[src/rtl/id_stage_pipe.sv]
// id_stage_pipe: ARM-style instruction decode stage with an ID/EX pipeline
// register, a small writeback-destination scoreboard for RAW hazard detection
// and a saturating hazard-stall counter.
// Optional feature macro: ID_FORWARD_EN. When it is defined, execute-stage
// forwarding is assumed and only load-use hazards against the ID/EX entry stall.

// control_unit: maps mode/opcode/S to execute command and pipeline enables.
module control_unit (
    input  logic [1:0] mode_i,
    input  logic [3:0] opcode_i,
    input  logic       s_i,
    output logic [3:0] exe_cmd_o,
    output logic       wb_en_o,
    output logic       mem_r_en_o,
    output logic       mem_w_en_o,
    output logic       b_o,
    output logic       s_o
);
    // Decode the instruction class into the control word
    always_comb begin
        exe_cmd_o  = '0;
        wb_en_o    = 1'b0;
        mem_r_en_o = 1'b0;
        mem_w_en_o = 1'b0;
        b_o        = 1'b0;
        s_o        = 1'b0;
        case (mode_i)
            2'b00: begin
                s_o = s_i;
                case (opcode_i)
                    4'b1101: begin exe_cmd_o = 4'b0001; wb_en_o = 1'b1; end // MOV
                    4'b1111: begin exe_cmd_o = 4'b1001; wb_en_o = 1'b1; end // MVN
                    4'b0100: begin exe_cmd_o = 4'b0010; wb_en_o = 1'b1; end // ADD
                    4'b0101: begin exe_cmd_o = 4'b0011; wb_en_o = 1'b1; end // ADC
                    4'b0010: begin exe_cmd_o = 4'b0100; wb_en_o = 1'b1; end // SUB
                    4'b0110: begin exe_cmd_o = 4'b0101; wb_en_o = 1'b1; end // SBC
                    4'b0000: begin exe_cmd_o = 4'b0110; wb_en_o = 1'b1; end // AND
                    4'b1100: begin exe_cmd_o = 4'b0111; wb_en_o = 1'b1; end // ORR
                    4'b0001: begin exe_cmd_o = 4'b1000; wb_en_o = 1'b1; end // EOR
                    4'b1010: exe_cmd_o = 4'b0100;                           // CMP
                    4'b1000: exe_cmd_o = 4'b0110;                           // TST
                    default: ;
                endcase
            end
            2'b01: begin
                // Memory: address = rn + offset; S selects load vs store
                exe_cmd_o = 4'b0010;
                if (s_i) begin
                    mem_r_en_o = 1'b1;
                    wb_en_o    = 1'b1;
                end else begin
                    mem_w_en_o = 1'b1;
                end
            end
            2'b10:   b_o = 1'b1;
            default: ;
        endcase
    end
endmodule

// condition_check: evaluates the ARM condition field against {N,Z,C,V}.
module condition_check (
    input  logic [3:0] cond_i,
    input  logic [3:0] status_i,
    output logic       pass_o
);
    logic n, z, c, v;
    assign n = status_i[3];
    assign z = status_i[2];
    assign c = status_i[1];
    assign v = status_i[0];

    // Condition code evaluation
    always_comb begin
        pass_o = 1'b1;
        case (cond_i)
            4'h0:    pass_o = z;
            4'h1:    pass_o = ~z;
            4'h2:    pass_o = c;
            4'h3:    pass_o = ~c;
            4'h4:    pass_o = n;
            4'h5:    pass_o = ~n;
            4'h6:    pass_o = v;
            4'h7:    pass_o = ~v;
            4'h8:    pass_o = c & ~z;
            4'h9:    pass_o = ~c | z;
            4'hA:    pass_o = (n == v);
            4'hB:    pass_o = (n != v);
            4'hC:    pass_o = ~z & (n == v);
            4'hD:    pass_o = z | (n != v);
            default: pass_o = 1'b1;
        endcase
    end
endmodule

module id_stage_pipe #(
    parameter int unsigned PC_W     = 32,
    parameter int unsigned SB_DEPTH = 2,
    parameter int unsigned CNT_W    = 16
) (
    input  logic             clk,
    input  logic             rst,
    input  logic             if_valid,
    input  logic [PC_W-1:0]  if_pc,
    input  logic [31:0]      if_inst,
    input  logic [3:0]       status,
    input  logic             flush,
    input  logic             ex_ready,
    output logic             id_ready,
    output logic             hazard,
    output logic [3:0]       r1,
    output logic [3:0]       r2,
    output logic             id_valid,
    output logic             wb_en,
    output logic             mem_r_en,
    output logic             mem_w_en,
    output logic [3:0]       exe_cmd,
    output logic             b,
    output logic             s,
    output logic [PC_W-1:0]  pc,
    output logic [3:0]       src1,
    output logic [3:0]       src2,
    output logic             imm,
    output logic [11:0]      shift_op,
    output logic [23:0]      signed_imm,
    output logic [3:0]       dest,
    output logic             carry_in,
    output logic [CNT_W-1:0] stall_cnt
);
    typedef struct packed {
        logic            valid;
        logic            wb_en;
        logic            mem_r_en;
        logic            mem_w_en;
        logic [3:0]      exe_cmd;
        logic            b;
        logic            s;
        logic [PC_W-1:0] pc;
        logic [3:0]      src1;
        logic [3:0]      src2;
        logic            imm;
        logic [11:0]     shift_op;
        logic [23:0]     signed_imm;
        logic [3:0]      dest;
        logic            carry_in;
    } idex_t;

    idex_t            idex_q, idex_d;
    logic [CNT_W-1:0] stall_cnt_q, stall_cnt_d;

    logic [3:0] cond_f, opcode_f, rn_f, rd_f, rm_f;
    logic [1:0] mode_f;
    logic       i_f, s_f;

    logic [3:0] cu_exe_cmd;
    logic       cu_wb_en, cu_mem_r_en, cu_mem_w_en, cu_b, cu_s;
    logic       cond_pass;
    logic       src2_used;
    logic [3:0] r2_sel;
    logic       raw_hit;
    logic       load;

    assign cond_f   = if_inst[31:28];
    assign mode_f   = if_inst[27:26];
    assign i_f      = if_inst[25];
    assign opcode_f = if_inst[24:21];
    assign s_f      = if_inst[20];
    assign rn_f     = if_inst[19:16];
    assign rd_f     = if_inst[15:12];
    assign rm_f     = if_inst[3:0];

    control_unit u_cu (
        .mode_i     (mode_f),
        .opcode_i   (opcode_f),
        .s_i        (s_f),
        .exe_cmd_o  (cu_exe_cmd),
        .wb_en_o    (cu_wb_en),
        .mem_r_en_o (cu_mem_r_en),
        .mem_w_en_o (cu_mem_w_en),
        .b_o        (cu_b),
        .s_o        (cu_s)
    );

    condition_check u_cc (
        .cond_i   (cond_f),
        .status_i (status),
        .pass_o   (cond_pass)
    );

    // Stores read rd as the second operand (data to be written to memory)
    assign r2_sel    = cu_mem_w_en ? rd_f : rm_f;
    assign src2_used = ~i_f | cu_mem_r_en | cu_mem_w_en;
    assign r1        = rn_f;
    assign r2        = r2_sel;

`ifdef ID_FORWARD_EN
    // Only a load still sitting in ID/EX cannot be forwarded in time
    assign raw_hit = idex_q.wb_en & idex_q.mem_r_en &
                     ((idex_q.dest == rn_f) | (src2_used & (idex_q.dest == r2_sel)));
`else
    logic       sb_v_q    [SB_DEPTH];
    logic [3:0] sb_dest_q [SB_DEPTH];

    // RAW check of both source operands against every in-flight destination
    always_comb begin
        raw_hit = 1'b0;
        for (int unsigned k = 0; k < SB_DEPTH; k++) begin
            if (sb_v_q[k] && ((sb_dest_q[k] == rn_f) ||
                              (src2_used && (sb_dest_q[k] == r2_sel)))) begin
                raw_hit = 1'b1;
            end
        end
    end

    // Destination shift register; entry 0 tracks what enters ID/EX
    always_ff @(posedge clk or posedge rst) begin
        if (rst) begin
            for (int unsigned k = 0; k < SB_DEPTH; k++) begin
                sb_v_q[k]    <= 1'b0;
                sb_dest_q[k] <= '0;
            end
        end else if (ex_ready) begin
            sb_v_q[0]    <= idex_d.wb_en;
            sb_dest_q[0] <= idex_d.dest;
            for (int unsigned k = 1; k < SB_DEPTH; k++) begin
                sb_v_q[k]    <= sb_v_q[k-1];
                sb_dest_q[k] <= sb_dest_q[k-1];
            end
        end
    end
`endif

    assign hazard   = if_valid & raw_hit;
    assign id_ready = ex_ready & ~hazard;
    assign load     = if_valid & ~hazard & ~flush & cond_pass;

    // Next ID/EX contents: decoded instruction or an all-zero bubble
    always_comb begin
        idex_d = '0;
        if (load) begin
            idex_d.valid      = 1'b1;
            idex_d.wb_en      = cu_wb_en;
            idex_d.mem_r_en   = cu_mem_r_en;
            idex_d.mem_w_en   = cu_mem_w_en;
            idex_d.exe_cmd    = cu_exe_cmd;
            idex_d.b          = cu_b;
            idex_d.s          = cu_s;
            idex_d.pc         = if_pc;
            idex_d.src1       = rn_f;
            idex_d.src2       = r2_sel;
            idex_d.imm        = i_f;
            idex_d.shift_op   = if_inst[11:0];
            idex_d.signed_imm = if_inst[23:0];
            idex_d.dest       = rd_f;
            idex_d.carry_in   = status[1];
        end
    end

    // Saturating count of cycles lost to hazards (flushed cycles excluded)
    always_comb begin
        stall_cnt_d = stall_cnt_q;
        if (hazard && !flush && (stall_cnt_q != '1)) begin
            stall_cnt_d = stall_cnt_q + 1'b1;
        end
    end

    // ID/EX register and stall counter advance only when execute accepts
    always_ff @(posedge clk or posedge rst) begin
        if (rst) begin
            idex_q      <= '0;
            stall_cnt_q <= '0;
        end else if (ex_ready) begin
            idex_q      <= idex_d;
            stall_cnt_q <= stall_cnt_d;
        end
    end

    assign id_valid   = idex_q.valid;
    assign wb_en      = idex_q.wb_en;
    assign mem_r_en   = idex_q.mem_r_en;
    assign mem_w_en   = idex_q.mem_w_en;
    assign exe_cmd    = idex_q.exe_cmd;
    assign b          = idex_q.b;
    assign s          = idex_q.s;
    assign pc         = idex_q.pc;
    assign src1       = idex_q.src1;
    assign src2       = idex_q.src2;
    assign imm        = idex_q.imm;
    assign shift_op   = idex_q.shift_op;
    assign signed_imm = idex_q.signed_imm;
    assign dest       = idex_q.dest;
    assign carry_in   = idex_q.carry_in;
    assign stall_cnt  = stall_cnt_q;
endmodule

[config.mk]
export PLATFORM = sky130hd
export DESIGN_NAME = id_stage_pipe
export DESIGN_NICKNAME = d
export VERILOG_FILES = /design/src/rtl/id_stage_pipe.sv
export SDC_FILE = /design/constraint.sdc
export NUM_CORES = 1
export LEC_CHECK = 0
export CAP_MARGIN = 5
export CELL_PAD_IN_SITES_DETAIL_PLACEMENT = 2
export CELL_PAD_IN_SITES_GLOBAL_PLACEMENT = 2
export CORE_MARGIN = 1.5
export CORE_UTILIZATION = 28
export DETAILED_ROUTE_END_ITERATION = 16
export PLACE_DENSITY_LB_ADDON = 0.1
export SETUP_SLACK_MARGIN = 0.5
export SKIP_CTS_REPAIR_TIMING = 1
export SYNTH_ARGS = -nofsm -noshare
export SYNTH_HDL_FRONTEND = slang
export SYNTH_SLANG_ARGS = --single-unit
[constraint.sdc]
create_clock -name clk -period 9.25 [get_ports clk]
set_input_delay 1.85 -clock clk [delete_from_list [all_inputs] [get_ports clk]]
set_output_delay 1.85 -clock clk [all_outputs]
set_load 0.005 [all_outputs]
==> results <==
- When the netlist entered floorplanning its net count stood at 430.
- For this block, the via count after detailed routing is about 3.5k.
- The final number of setup-violating endpoints is 0.
- The sort of element at the end of the critical path is an output port.
- The effective utilization at floorplan is around 29%.
- After the last flow step, the layout net total stands at 586.
- The internal power of the cells totals between 700 and 800 uW.
- Measured against its own limit, the worst slew margin works out to 34.8%.
- The beginning of the critical path is if_inst[26].
- The category of cells accounting for the largest share of critical-path delay is buffers and inverters.
- The endpoint identified for the worst register-to-register timing path is pc[24]$_DFFE_PP0P_.
- The maximum level of the CTS H-tree is 3.
- The min-delay analysis places its worst path in the category flop to flop.
- The placed wire-length estimate after detailed placement is 10100 um.
- The worst endpoint data arrival time is ~5.0 ns.
- For this design the static power due to leakage is ~2.8 nW.
- Clock-pin slew was measured on the worst setup and hold paths at 0.07 ns.
- The number of distinct standard cells referenced by the synthesized netlist is between 40 and 50.
- In this run the mean area of a mapped cell was around 12 um^2.
- The total congestion overflow is 0.
- The number of cells on the critical path is 8.
- The library cells used most frequently in the layout, excluding fill and tap cells, are sky130_fd_sc_hd__clkdlybuf4s50_1, sky130_fd_sc_hd__dfrtp_1, sky130_fd_sc_hd__a22o_1.
- The critical path goes through clkdlybuf4s50_1 -> nor3b_4 -> mux2i_1 -> xnor2_1 -> nor3_1 -> a211o_1 -> and2_1 -> clkdlybuf4s50_1.
- The vertical die dimension is approximately 130 um.
- Data on the critical path is required at its endpoint by ~7.4 ns.
- The mapped cell area is ~4300 um^2.
- The number of top-level pins is around 190.
- The flow ran to the end, and the final reports show no timing, DRC or antenna violations.
- The pre-antenna-repair detailed-routing pass consisted of 4 iterations.
- The post-route minimum period is 6.81 ns.
- The flip-flop cell with the highest count after synthesis is sky130_fd_sc_hd__dfrtp_1.
- The average routed wire per standard cell is a little under 20 um.
- The post-place setup slack is about 2.5 ns.
- The insertion delay of the later-clocked pin in the worst-skew pair is approximately 0.34 ns.
- The commonest non-fill, non-tap cell in the layout is sky130_fd_sc_hd__clkdlybuf4s50_1.
- The setup TNS after final layout is 0 ns.
- The worst setup path is launched from a primary input.
- Counting stages on the worst path, the most repeated cell is sky130_fd_sc_hd__clkdlybuf4s50_1.
- After filler insertion, the fill cell instance count of the layout stands at 1546.
- Row generation in the floorplan step produced 45 rows.
- For this design, the slowest cell found on the critical path is sky130_fd_sc_hd__clkdlybuf4s50_1.
- Static timing analysis puts the maximum clock frequency at between 100 and 150 MHz.
- The most critical setup path has its endpoint at hazard.
- Dividing total power by cell area gives a power density of between 100 and 150 nW/um^2.
- The part of the power in registers is ~45%.
- The net switching power of the design is between 200 and 250 uW.
- In the routed design, unresolved DRC markers number 0.
- The largest fanout of any net on the critical path is 9.
- The via count of the first global-routing pass is around 3.9k.
- On the worst path, the slowest cell contributes a delay of 0.63 ns.
- The final count of pins violating max slew is 0.
- The total routing usage reported by global routing is between 10% and 20%.
- The number of antenna diodes in the final layout is 0.
- The number of cells on the worst hold path is 1.
- The part of the power in combinational logic is 14.7%.
- The post-detailed-route count of antenna-violating nets is 0.
- The minimum setup slack in the final design is 2.44 ns.
- At the pin with the least slew margin, the transition time is approximately 1 ns.
- The Yosys step of the flow raised 0 warnings.
- The total of max-cap violations is 0.
- The critical setup path kind is primary input to output port.
- The cell count after synthesis is approximately 360.
- The first global-routing pass estimated ~22000 um of wire.
- Summing the sequential cell areas from Yosys gives a little over half of the chip area.
- CTS saw 93 sinks.
- Entering global routing, the biggest net connects approximately 70 pins.
- Using the TritonRoute via totals, the vias-per-cell ratio works out to between 4 and 5.
- The layout overhead on the synthesized area is 49.2%.
- The number of buffers between clock root and the deepest sink is 2.
- In this run the horizontal extent of the chip is 127 um.
- The core area is about 15000 um^2.
- The count of flip-flops with a built-in enable after synthesis is 0.
- The number of cell instances on the worst register-to-register path is 8.
- The worst-case IR drop observed on VDD is between 70 and 80 uV.
- The initial DRC count is 100.
- Cells with a size suffix above 1 make up 7.36% of the layout.
- The worst register-to-register path has a setup slack of between 5 and 6 ns.
- The worst-case clock skew is 0.0113 ns.
- Of the total power, the clock network draws between 40% and 50%.
- The number of buffer and inverter instances along the worst setup path is 2.
- The total of buffers placed on input and output ports is 190.
- The die covers 16200 um^2.
- The share of the clock period used by the worst path is around three quarters.
- The switching part of the total power is 24.1%.
- For this run, asynchronously set or reset flops after synthesis account for between 90% and 100%.
- The clock tree root driver cell is sky130_fd_sc_hd__clkbuf_16.
- Counting the buffers created by CTS gives 9.
- After synthesis the netlist holds a flip-flop and latch count of 93.
- The startpoint identified for the worst register-to-register timing path is signed_imm[13]$_DFFE_PP0P_.
- At the end of routability-driven placement, the weighted congestion stood at roughly 0.75.
- TritonCTS built the clock tree.
- The wire length reported by the detailed router is 13900 um.
- The final-report hold violation count came to 0.
- Setup repair after global routing left no endpoint under its margin.
- The initial antenna violation count is 0.
## power groups by stage
stage	sequential [mW]	combinational (mW)	clock, mW
2_1_floorplan	0.441	0.0590	0
3_3_place_gp	0.442	0.140	0
3_5_place_dp	0.443	0.144	0
4_1_cts	0.435	0.145	0.400
5_1_grt	0.437	0.153	0.414
6_report	0.435	0.142	0.386
## metal layers
layer / track usage, % / up-vias / routed length, um
li1: - / 1594 / -
met1: 22.7 / 1809 / 6030
met2: 29.1 / 99 / 6910
met3: 3.52 / 13 / 741
met4: 5.88 / 0 / 193
met5: 0 / - / 0
## sequential cells by signal, summed over array words and instances, names as in the netlist, 3 cells and up
| register | count |
|---|---|
| pc | 32 |
| stall_cnt | 16 |
| shift_op | 11 |
| signed_imm | 10 |
| exe_cmd | 4 |
| sb_dest_q | 4 |
| src2 | 4 |
| src1 | 3 |
## Yosys cell counts (2+ instances only)
| library cell | n | share of area (%) |
|---|---|---|
| sky130_fd_sc_hd__a21oi_1 | 2 | 0.23 |
| sky130_fd_sc_hd__a22o_1 | 64 | 13 |
| sky130_fd_sc_hd__a32o_1 | 3 | 0.69 |
| sky130_fd_sc_hd__and2_1 | 4 | 0.58 |
| sky130_fd_sc_hd__and3_1 | 5 | 0.72 |
| sky130_fd_sc_hd__buf_2 | 4 | 0.46 |
| sky130_fd_sc_hd__buf_4 | 29 | 5.0 |
| sky130_fd_sc_hd__buf_6 | 6 | 1.6 |
| sky130_fd_sc_hd__clkbuf_1 | 9 | 0.78 |
| sky130_fd_sc_hd__dfrtp_1 | 93 | 54 |
| sky130_fd_sc_hd__inv_1 | 11 | 0.95 |
| sky130_fd_sc_hd__mux2_2 | 6 | 1.6 |
| sky130_fd_sc_hd__mux2i_1 | 5 | 1.2 |
| sky130_fd_sc_hd__nand2_1 | 10 | 0.87 |
| sky130_fd_sc_hd__nand2b_1 | 3 | 0.43 |
| sky130_fd_sc_hd__nand3_1 | 7 | 0.81 |
| sky130_fd_sc_hd__nand3b_1 | 3 | 0.52 |
| sky130_fd_sc_hd__nand4_1 | 6 | 0.87 |
| sky130_fd_sc_hd__nor2_1 | 9 | 0.78 |
| sky130_fd_sc_hd__nor3_1 | 7 | 0.81 |
| sky130_fd_sc_hd__nor4_1 | 3 | 0.43 |
| sky130_fd_sc_hd__nor4_2 | 4 | 1.2 |
| sky130_fd_sc_hd__o211ai_1 | 2 | 0.35 |
| sky130_fd_sc_hd__o21ai_0 | 4 | 0.46 |
| sky130_fd_sc_hd__o22ai_1 | 2 | 0.29 |
| sky130_fd_sc_hd__o2bb2ai_1 | 2 | 0.40 |
| sky130_fd_sc_hd__o311ai_0 | 2 | 0.40 |
| sky130_fd_sc_hd__o32ai_1 | 2 | 0.40 |
| sky130_fd_sc_hd__xnor2_1 | 17 | 3.4 |
| sky130_fd_sc_hd__xor2_1 | 16 | 3.2 |
## per-stage QoR
| step | utilization (%) | instance area [um^2] | power [mW] | hold slack, ns | std cells |
|---|---|---|---|---|---|
| floorplan | - | 4330 | 0.500 | 0.477 | 356 |
| global placement | 40.7 | 6160 | 0.583 | 0.465 | 689 |
| detailed placement | 40.7 | 6160 | 0.587 | 0.477 | 689 |
| CTS | 42.7 | 6460 | 0.980 | 0.494 | 704 |
| global route | 42.7 | 6460 | 1.01 | 0.517 | 704 |
| finish | 42.7 | 6460 | 0.963 | 0.488 | 704 |
## layout make-up
class / count / area, um^2 / share of cell area [%]
Tap cell: 188 / 235 / 3.64
Timing Repair Buffer: 193 / 1920 / 29.8
Clock inverter: 4 / 55.1 / 0.852
Sequential cell: 93 / 2330 / 36.0
Clock buffer: 11 / 253 / 3.91
Multi-Input combinational cell: 203 / 1620 / 25.1
Inverter: 12 / 47.5 / 0.735
## kinds of logic after synthesis
logic type / share of synthesized area, %
compound gates: 17.5
xor+xnor: 6.67
fa+ha+maj: 0.289
buf+inv: 8.86
flops: 53.7
mux: 3.23
simple gates: 9.70
## worst min-delay path by stage
| stage | from | endpoint | slack (ns) |
|---|---|---|---|
| finish | id_valid$_DFFE_PP0P_ | id_valid$_DFFE_PP0P_ | 0.49 |
| floorplan | id_valid$_DFFE_PP0P_ | id_valid$_DFFE_PP0P_ | 0.48 |
| global route | id_valid$_DFFE_PP0P_ | id_valid$_DFFE_PP0P_ | 0.52 |
| CTS | id_valid$_DFFE_PP0P_ | id_valid$_DFFE_PP0P_ | 0.49 |
| detailed placement | id_valid$_DFFE_PP0P_ | id_valid$_DFFE_PP0P_ | 0.48 |
| global placement | id_valid$_DFFE_PP0P_ | id_valid$_DFFE_PP0P_ | 0.47 |
Note: power is estimated with default switching activity, not from simulation.
